**src/rtl/ets_sweep_ctrl.sv**
```systemverilog
`default_nettype none
// ============================================================================
// Module      : ets_sweep_ctrl
// Description : Equivalent-time sampling sweep controller. For each phase
//               step it requests a clock phase shift, waits for settling,
//               counts comparator ones over a fixed window and streams one
//               {step, ones} word per step.
// Revision    : 1.0 - initial release
// ============================================================================
module ets_sweep_ctrl #(
  parameter int CNT_W   = 16,
  parameter int TMO_CYC = 65535
) (
  input  logic             sample_clk,
  input  logic             rst,
  input  logic             start,
  input  logic [CNT_W-1:0] num_steps,
  input  logic [CNT_W-1:0] acq_len,
  input  logic [7:0]       settle_len,
  input  logic             cmp_data,
  output logic             shift,
  input  logic             shift_done,
  output logic             m_tvalid,
  input  logic             m_tready,
  output logic [31:0]      m_tdata,
  output logic             m_tlast,
  output logic             busy,
  output logic             done,
  output logic             err
);

  // Timeout counter runs 0 .. TMO_CYC-1 while in SHIFT.
  localparam int TMO_W = (TMO_CYC < 2) ? 1 : $clog2(TMO_CYC);
  localparam logic [TMO_W-1:0] TMO_LAST = TMO_W'(TMO_CYC - 1);

  typedef enum logic [2:0] {
    IDLE   = 3'd0,
    SHIFT  = 3'd1,
    SETTLE = 3'd2,
    ACQ    = 3'd3,
    EMIT   = 3'd4,
    DONE   = 3'd5
  } state_t;

  state_t             state;
  state_t             state_nxt;

  logic [CNT_W-1:0]   num_steps_q;
  logic [CNT_W-1:0]   acq_len_q;     // already forced to >= 1
  logic [7:0]         settle_q;
  logic [CNT_W-1:0]   step;
  logic [CNT_W-1:0]   ones;
  logic [CNT_W-1:0]   acq_cnt;
  logic [7:0]         settle_cnt;
  logic [TMO_W-1:0]   tmo_cnt;
  logic               cmp_q;
  logic               err_q;
  logic               last_step;

  assign last_step = (step == (num_steps_q - CNT_W'(1)));

  // State register.
  always_ff @(posedge sample_clk) begin
    if (rst) begin
      state <= IDLE;
    end else begin
      state <= state_nxt;
    end
  end

  // Next-state logic; step 0 skips the phase shift entirely.
  always_comb begin
    state_nxt = state;
    case (state)
      IDLE: begin
        if (start) begin
          state_nxt = (num_steps == '0) ? DONE : ACQ;
        end
      end
      SHIFT: begin
        if (shift_done) begin
          state_nxt = (settle_q == 8'd0) ? ACQ : SETTLE;
        end else if (tmo_cnt == TMO_LAST) begin
          state_nxt = DONE;
        end
      end
      SETTLE: begin
        if (settle_cnt == (settle_q - 8'd1)) begin
          state_nxt = ACQ;
        end
      end
      ACQ: begin
        if (acq_cnt == (acq_len_q - CNT_W'(1))) begin
          state_nxt = EMIT;
        end
      end
      EMIT: begin
        if (m_tready) begin
          state_nxt = last_step ? DONE : SHIFT;
        end
      end
      DONE:    state_nxt = IDLE;
      default: state_nxt = IDLE;
    endcase
  end

  // Datapath: parameter latching, step/ones/window/settle/timeout counters.
  always_ff @(posedge sample_clk) begin
    if (rst) begin
      num_steps_q <= '0;
      acq_len_q   <= '0;
      settle_q    <= '0;
      step        <= '0;
      ones        <= '0;
      acq_cnt     <= '0;
      settle_cnt  <= '0;
      tmo_cnt     <= '0;
      cmp_q       <= 1'b0;
      err_q       <= 1'b0;
    end else begin
      cmp_q <= cmp_data;

      if (state == IDLE && start) begin
        num_steps_q <= num_steps;
        acq_len_q   <= (acq_len == '0) ? CNT_W'(1) : acq_len;
        settle_q    <= settle_len;
        step        <= '0;
        err_q       <= 1'b0;
      end

      if (state == EMIT && m_tready && !last_step) begin
        step <= step + CNT_W'(1);
      end

      if (state == SHIFT && !shift_done && tmo_cnt == TMO_LAST) begin
        err_q <= 1'b1;
      end

      // Window counters restart on every ACQ entry; ones is held through EMIT.
      if (state_nxt == ACQ && state != ACQ) begin
        ones    <= '0;
        acq_cnt <= '0;
      end else if (state == ACQ) begin
        acq_cnt <= acq_cnt + CNT_W'(1);
        if (cmp_q) begin
          ones <= ones + CNT_W'(1);
        end
      end

      if (state_nxt == SETTLE && state != SETTLE) begin
        settle_cnt <= 8'd0;
      end else if (state == SETTLE) begin
        settle_cnt <= settle_cnt + 8'd1;
      end

      if (state_nxt == SHIFT && state != SHIFT) begin
        tmo_cnt <= '0;
      end else if (state == SHIFT) begin
        tmo_cnt <= tmo_cnt + TMO_W'(1);
      end
    end
  end

  // Moore outputs decoded from the current state.
  always_comb begin
    shift    = (state == SHIFT);
    m_tvalid = (state == EMIT);
    m_tlast  = (state == EMIT) && last_step;
    m_tdata  = {step[15:0], ones[15:0]};
    busy     = (state != IDLE);
    done     = (state == DONE);
    err      = err_q;
  end

endmodule
`default_nettype wire

```
**config.mk**
```make
export PLATFORM = sky130hd
export DESIGN_NAME = ets_sweep_ctrl
export DESIGN_NICKNAME = d
export VERILOG_FILES = /design/src/rtl/ets_sweep_ctrl.sv
export SDC_FILE = /design/constraint.sdc
export NUM_CORES = 1
export LEC_CHECK = 0
export ABC_AREA = 1
export CORE_ASPECT_RATIO = 0.6
export CORE_UTILIZATION = 31
export CTS_BUF_LIST = sky130_fd_sc_hd__clkbuf_8
export CTS_CLUSTER_SIZE = 10
export DETAILED_ROUTE_END_ITERATION = 10
export PLACE_DENSITY = 0.51
export SLEW_MARGIN = 20
export SYNTH_ARGS = -nofsm -noshare
export SYNTH_HDL_FRONTEND = slang
export SYNTH_SLANG_ARGS = --single-unit
```
**constraint.sdc**
```tcl
create_clock -name sample_clk -period 1.94 [get_ports sample_clk]
set_input_delay 0.291 -clock sample_clk [delete_from_list [all_inputs] [get_ports sample_clk]]
set_output_delay 0.291 -clock sample_clk [all_outputs]
set_load 0.03 [all_outputs]
```
Word-level counts from Yosys, hierarchy flattened
Index checks and enable logic that the tools add are counted.
- flip-flop bits (word level): 117
- output and inout bits: 38
- logic and storage cells: 71
- $add $sub $neg: 8
- equal/unequal tests: 15
- mux-type cells: 15
- reduce and logical (&&, ||, !) cells: 22
- operators with widths (kind ; count):
    $add 16x1->16 const B ; 4
    $mux 16 ; 3
    $eq 16x16->1 ; 2
    $logic_not 16->1 ; 2
    $sub 16x1->16 const B ; 2
    $mux 3 ; 8
    $eq 16x16->1 const B ; 1
    $pmux 3 s5 ; 1
    $eq 3x2->1 const B ; 4
    $logic_and 1x1->1 ; 9
    $add 8x1->8 const B ; 1
    $eq 8x8->1 ; 1
    $logic_not 8->1 ; 1
    $sub 8x1->8 const B ; 1
    $eq 3x1->1 const B ; 2
    $eq 3x3->1 const B ; 2
    $ne 3x2->1 const B ; 2
    $reduce_or 2->1 ; 3
    $reduce_bool 2->1 ; 2
    $logic_not 3->1 ; 1
    $mux 1 ; 3
    $ne 3x1->1 const B ; 1
    $reduce_bool 3->1 ; 1
    $logic_not 1->1 ; 2
    $reduce_and 2->1 ; 1

Longest topological paths before layout
Gate-level depths: netlist (run 1).
- depth in word-level cells: 8
- depth in mapped cells: 20

Worst setup path before layout (run 1)
No wires, ideal clock.
- kind: register to output
- from: register num_steps_q[0]
- to: output port m_tlast
- data arrival time: 1.832 ns
- data required time: 1.649 ns
- setup slack: -0.183 ns
- stages on the path, launching flop included: 11
- path through: dfxtp_1 inv_2 ha_1 xnor2_1 a21oi_1 nand3_1 nor2_1 nand3_1 nor4_1 nand3_1 nor2_1
- word-level cells in the longest chain between the ends: 3
- RTL lines (element ; line ; source):
    from (decl) ; 48 ; logic [CNT_W-1:0] num_steps_q;
    from (signal assigned) ; 124 ; num_steps_q <= num_steps;
    $sub 16x1->16 ; 60 ; assign last_step = (step == (num_steps_q - CNT_W'(1)));
    $eq 16x16->1 ; 60 ;
    $logic_and 1x1->1 ; 168 ; m_tlast = (state == EMIT) && last_step;
    to (decl) ; 26 ; output logic m_tlast,
Every way passes these cells.

Worst setup path in the final report (run 1)
- from: register num_steps_q[1]
- to: output port m_tlast
The elaborated chain is that of the path after synthesis.

==> metrics.md, run 1 <==
| Metric | Value |
|---|---|
| Syn. warnings | `0` |
| DRC errors left | `0` |
| Hold Slack | `0.370 ns` |
| Synthesized area | `6670 um2` |
| Die height | `116 um` |
| Seq cells post-synth | `117` |
| Kind of critical path | `reg -> out` |
| Cell Area, Placed | `8570 um2` |
| Crit path largest cell delay | `0.32 ns` |
| Power per cell area | `798 nW/um2` |
| Fmax | `385 MHz` |
| Pin count of the biggest net entering global routing | `69` |
| Critical-path top delay cell | `dfxtp_2` |
| Rows | `41` |
| Hold Path Stages | `3` |
| Reg2Reg Capture Point | `step[10]` |
| Vias | `6533` |
| Root Driver | `clkbuf_8` |
| Met1 usage | `0.310` |
| Core Footprint | `21000 um2` |
| Seq pwr share | `0.339` |
| Crit. Startpoint | `num_steps_q[1]` |
| Worst R2R Path Depth | `14` |
| GRT met3 Usage | `0.0448` |
| DR WL/cell | `14.2 um` |
| Async SR Flop Fraction | `0` |
| Critical Path AT | `2.31 ns` |
| Final Routed Wirelength | `20500 um` |
| Sequential fraction of the synthesis area | `0.351` |
| Leakage | `4.02 nW` |
| Net Sw Power | `0.00253 W` |
| CP Data Required Time | `1.65 ns` |
| Met2 Resource Use GR | `0.234` |
| Initial antenna violation count | `0` |
| Minimum clock period | `2.60 ns` |
| Final Non-Filler Cells | `1444` |
| Vias in the first global route | `6102` |
| Total CTS buffers | `17` |
| Die X | `191 um` |
| Max Cap Viol | `0` |
| Worst min path class | `in -> reg` |
| Int Pwr | `0.00531 W` |
| Top Usage Layer GRT | `met1` |
| Clk slew on worst S/H paths | `0.07 ns` |
| Final instance area | `9830 um2` |
| Combinational power share | `0.295` |
| Total Routing Usage GR | `0.190` |
| Hpwl dp | `14800 um` |
| CTS tree | `done` |
| Syn_nets | `1015` |
| RSZ-0062 raised after global routing | `yes` |
| Overflow after GRT | `0` |
| Sink Count | `117` |
| Clock latency on the worst-skew pair | `0.45 ns` |
| Setup Slack @ Placement | `-0.324 ns` |
| VDD IR-drop max | `460 uV` |
| Hold_buf cts | `0` |
| Buf/Inv on CP | `3` |
| Worst Tran Pin Value | `0.457 ns` |
| IO buf count | `83` |
| Clock buffer depth | `2` |
| Syn Inst Count | `959` |
| Top cells by area, synth | `dfxtp_1, nand2_1, xor2_1, nor2_1, inv_1` |
| Placed insts | `1400` |
| Critical path capture point type | `primary output` |
| Synthesis-to-finish area growth | `47.4%` |
| Yosys top cell by area | `dfxtp_1` |
| Avg Cell Area, Syn | `6.95 um2` |
| Slew Viols, Final | `0` |
| Starting Density | `0.317` |
| ANT nets after route | `0` |
| Min-Delay Startpoint | `cmp_data` |
| Diodes inserted | `0` |
| R2r setup slk | `-0.32 ns` |
| Total negative slack | `-14.68 ns` |
| Post-synth top flop | `dfxtp_1` |
| Most frequent cell after synthesis | `nand2_1` |
| Final Skew | `0.0105 ns` |
| Post-synth EDFFs | `0` |
| Die ar. | `22100 um2` |
| H-tree lvl count | `4` |
| Worst-path fanout max | `2` |
| CP top delay family | `simple AND/OR/NAND/NOR gates` |
| Status | `finished with violations` |
| Fin crit share | `1.34` |
| Hold Crit Endpoint | `cmp_q` |
| First-pass GRT wire length | `32300 um` |
| Layout cells sized above 1 | `0.251` |
| Ports | `84` |
| Final setup viols | `74` |
| Crit start category | `flip-flop` |
| Commonest cells in the netlist | `nand2_1, nor2_1, dfxtp_1, inv_1, nand3_1` |
| Critical path cell sequence | `inv_2 > ha_4 > buf_6 > xor2_2 > or2_4 > nand3_2 > nor2_2 > nand3_2 > nor4_2 > nand3_1 > nor2_2 > buf_12` |
| GPL Wtd Cong | `0.883` |
| Fin. Hold Viols | `0` |
| Yosys cell types | `39` |
| Pre-Repair DR Iteration Count | `5` |
| DR vias/cell | `4.52` |
| Post-synth top area share | `0.351` |
| Total Nets Final | `1209` |
| Critical R2R Launch | `num_steps_q[1]` |
| Failing checks | `negative setup slack` |
| Drt first-iter violations | `385` |
| Max-Slew Margin vs Limit | `0.695` |
| Fin worst setup slack | `-0.660 ns` |
| Clock Power Share | `0.366` |
| Switch share | `0.323` |
[metal layers]
layer  part of all wire  wire length [um]  vias to the layer above
li1                   -                 -                     3471
met1               0.58             11900                     2924
met2               0.36              7340                      126
met3              0.054              1120                       12
met4             0.0084               172                        0
met5                  0                 0                        -
[layout make-up]
type	count	area, um2
flip-flops and latches	117	2360
repair buffers	199	1860
clock inverters	14	259
inverters	113	424
multi-input cells	705	4340
fillers	2149	11200
clock buffers	17	234
well taps	279	349
[timing repair]
| item | CTS | global route |
|---|---|---|
| gates cloned | 3 | 2 |
| pin swaps | 15 | 50 |
| endpoints found under the hold margin | 0 | 0 |
| buffers inserted | 9 | 5 |
| resized for setup | 79 | 113 |
| endpoints found under the setup margin | 89 | 81 |
[worst register-to-register path: stages (launching register included)]
cell       delay [ns]
dfxtp_2          0.32
inv_2            0.07
ha_4             0.15
nand2_2          0.07
nor2_4           0.17
xor2_2           0.19
buf_4            0.14
buf_4            0.09
nand3_2          0.09
nor3_4           0.24
nand2_4          0.14
nand2_8          0.15
clkbuf_16        0.16
nand3_1          0.06
a21oi_1          0.14
[placed cells by master (no fill, tap or decap), types with 17 or more instances in the layout]
cell             instances
buf_4                   97
xor2_1                  60
nand2_1                177
xnor2_1                 31
inv_1                  104
dfxtp_1                106
clkbuf_8                17
o21ai_0                 30
nand3_1                 63
nand4_1                 25
nor2_4                  37
clkdlybuf4s50_1         65
nor2_2                  26
a21oi_1                 43
nor2_1                  93
[power groups by stage]
stage	sequential, W	clock (W)	combinational, W
3_5_place_dp	0.00270	0	0.00190
5_1_grt	0.00268	0.00305	0.00257
2_1_floorplan	0.00268	0	0.00122
4_1_cts	0.00266	0.00295	0.00213
3_3_place_gp	0.00270	0	0.00190
6_report	0.00266	0.00287	0.00231
[cells by family after synthesis]
family                   Yosys count  synth area share
AO/OA/AOI/OAI                     99            0.0798
XOR/XNOR                          93             0.122
AND/OR/NAND/NOR                  500             0.341
flip-flops                       117             0.351
buffers and inverters            138            0.0841
adder cells (fa/ha/maj)           10            0.0188
multiplexers                       2           0.00300
[metrics by stage]
| step | total power, W | util |
|---|---|---|
| final | 0.00784 | 0.467 |
| after CTS | 0.00773 | 0.447 |
| after detailed placement | 0.00460 | 0.407 |
| after global routing | 0.00830 | 0.467 |
| after global placement | 0.00460 | 0.407 |
| after floorplan | 0.00389 | - |
[worst max-delay path by stage]
stage          endpoint  slack [ns]  cells after the start
2_1_floorplan   m_tlast       -0.06                     10
3_3_place_gp   ones[13]       -0.33                     12
3_5_place_dp   ones[12]       -0.32                     12
4_1_cts         m_tlast       -0.76                     12
5_1_grt         m_tlast       -0.82                     10
6_report        m_tlast       -0.66                     12
[flip-flops by register name, indices dropped and copies added, names as in the netlist]
register,count
acq_cnt,16
acq_len_q,16
cmp_q,1
err,1
num_steps_q,16
ones,16
settle_cnt,8
settle_q,8
state,3
step,16
tmo_cnt,16
Note: power is estimated with default switching activity, not from simulation.
==> run 2, diff against run 1 <==
--- a/config.mk
+++ b/config.mk
@@ -6,13 +6,13 @@
 export NUM_CORES = 1
 export LEC_CHECK = 0
 export ABC_AREA = 1
+export CAP_MARGIN = 10
 export CORE_ASPECT_RATIO = 0.6
 export CORE_UTILIZATION = 31
 export CTS_BUF_LIST = sky130_fd_sc_hd__clkbuf_8
 export CTS_CLUSTER_SIZE = 10
 export DETAILED_ROUTE_END_ITERATION = 10
 export PLACE_DENSITY = 0.51
-export SLEW_MARGIN = 20
 export SYNTH_ARGS = -nofsm -noshare
 export SYNTH_HDL_FRONTEND = slang
 export SYNTH_SLANG_ARGS = --single-unit
==> results of run 2 <==
The final DEF is identical to that of run 1; final timing and power are the same.
==> run 3, diff against run 2 <==
--- a/config.mk
+++ b/config.mk
@@ -8,8 +8,10 @@
 export ABC_AREA = 1
 export CAP_MARGIN = 10
 export CORE_ASPECT_RATIO = 0.6
+export CORE_MARGIN = 3
 export CORE_UTILIZATION = 31
 export CTS_BUF_LIST = sky130_fd_sc_hd__clkbuf_8
+export CTS_CLUSTER_DIAMETER = 50
 export CTS_CLUSTER_SIZE = 10
 export DETAILED_ROUTE_END_ITERATION = 10
 export PLACE_DENSITY = 0.51
==> metrics.md, run 3 (synthesis gave the netlist of run 1 again) <==
| Metric | Value |
|---|---|
| Status | `finished with violations` |
| Failing checks | `negative setup slack` |
| Die height | `120 um` |
| Placed insts | `1394` |
| Hold_buf cts | `0` |
| Slew Viols, Final | `0` |
| Vias | `6688` |
| CTS tree | `done` |
| RSZ-0062 raised after global routing | `yes` |
| Hpwl dp | `15400 um` |
| Critical path capture point type | `primary output` |
| Kind of critical path | `reg -> out` |
| Pin count of the biggest net entering global routing | `47` |
| CP Data Required Time | `1.65 ns` |
| Starting Density | `0.324` |
| DRC errors left | `0` |
| Commonest non-fill, non-tap cell in the layout | `nand2_1` |
| Fmax | `390 MHz` |
| GPL Wtd Cong | `0.829` |
| Synthesis-to-finish area growth | `44.0%` |
| Max-Slew Margin vs Limit | `0.697` |
| First-pass GRT wire length | `33300 um` |
| Fin worst setup slack | `-0.624 ns` |
| Drt first-iter violations | `459` |
| Most frequent cells in the layout | `nand2_1, dfxtp_1, inv_1` |
| Die X | `195 um` |
| Total Routing Usage GR | `0.180` |
| Worst Tran Pin Value | `0.451 ns` |
| Fin crit share | `1.32` |
| Final Routed Wirelength | `21100 um` |
| Crit start category | `flip-flop` |
| Total CTS buffers | `17` |
| Hold Slack | `0.372 ns` |
| Clk slew on worst S/H paths | `0.08 ns` |
| Final core utilization | `0.467` |
| Fin. Hold Viols | `0` |
| Final Skew | `0.0118 ns` |
| Hold Path Stages | `3` |
| R2r setup slk | `-0.19 ns` |
| Rows | `40` |
| Final setup viols | `74` |
| ANT nets after route | `0` |
| Die ar. | `23400 um2` |
| Vias in the first global route | `6041` |
| Final Non-Filler Cells | `1439` |
| Ports | `84` |
| Setup Slack @ Placement | `-0.316 ns` |
| Total Nets Final | `1209` |
| IO buf count | `83` |
| Initial antenna violation count | `0` |
| Worst-path fanout max | `2` |
| Clock latency on the worst-skew pair | `0.45 ns` |
| Sink Count | `117` |
| Fillers | `2063` |
| VDD IR-drop max | `375 uV` |
| Power per cell area | `744 nW/um2` |
| Max Cap Viol | `0` |
| DR WL/cell | `14.6 um` |
| Overflow after GRT | `0` |
| Minimum clock period | `2.56 ns` |
| Diodes inserted | `0` |
| Clock buffer depth | `2` |
| Tot Pwr | `0.00715 W` |
| Pre-Repair DR Iteration Count | `8` |
| Leakage | `3.93 nW` |
| Core Footprint | `20600 um2` |
| Critical Path AT | `2.27 ns` |
| H-tree lvl count | `4` |
| Worst min path class | `in -> reg` |
| Root Driver | `clkbuf_8` |
| Worst R2R Path Depth | `20` |
| DR vias/cell | `4.65` |
| Layout cells sized above 1 | `0.239` |
## run 3: cell types whose count changed in the layout (fill, tap and decap cells not counted), moves of 3 or more
| cell | before | now |
|---|---|---|
| buf_6 | 12 | 9 |
| nor2_4 | 37 | 33 |
| buf_4 | 97 | 101 |
| nand3_2 | 12 | 3 |
| bufinv_16 | 7 | 2 |
| nand3_1 | 63 | 73 |
## run 3: worst max-delay path, stage by stage (launching register included)
cell and delay, ns:
dfxtp_2 0.33, inv_2 0.05, ha_4 0.16, buf_6 0.12, xor2_2 0.14, nand2_1 0.09
nand2_1 0.07, nor2_2 0.10, nand4_1 0.09, nor4_2 0.24, nand3_1 0.12, nor2_2 0.16
buf_6 0.15
## run 3: timing repair
action | 4_1_cts | 5_1_grt
cloned | 3 | 2
buffers inserted | 7 | 3
pin swaps | 16 | 22
hold endpoints to repair | 0 | 0
endpoints found under the setup margin | 90 | 81
gates resized for setup | 63 | 100
## run 3: final timing paths
| kind | startpoint | to |
|---|---|---|
| setup / recovery | num_steps_q[0] | m_tlast |
| hold / removal | cmp_data | cmp_q |
| setup reg to reg | acq_len_q[1] | ones[3] |
| hold reg to reg | acq_len_q[15] | acq_len_q[15] |
## run 3: layout make-up
class	instances	area [um2]	share of cell area
tap	273	342	0.0356
multi-input combinational	705	4250	0.442
sequential	117	2360	0.245
clock inverter	15	156	0.0163
clock buffer	17	234	0.0244
timing repair buffer	199	1840	0.192
inverter	113	424	0.0442
## run 3: where the power goes
group          switching (W)  internal (W)  leakage [nW]
combinational        0.00127      0.000949          2.78
sequential          0.000127       0.00253         0.955
clock                0.00113       0.00115         0.190
total                0.00253       0.00462          3.93
## run 3: through the flow
stage / instance area (um2) / setup TNS [ns]
after CTS: 9200 / -8.12
after detailed placement: 8560 / -15.91
after floorplan: 6670 / -0.0909
after global routing: 9600 / -25.29
final: 9600 / -11.07
after global placement: 8560 / -15.75
## run 3: metal layers
layer,share of wire,vias to the layer above,global-route usage
met4,0.0053,0,0.0423
li1,-,3480,-
met2,0.36,172,0.217
met5,0,-,0
met3,0.057,9,0.0382
met1,0.58,3027,0.306
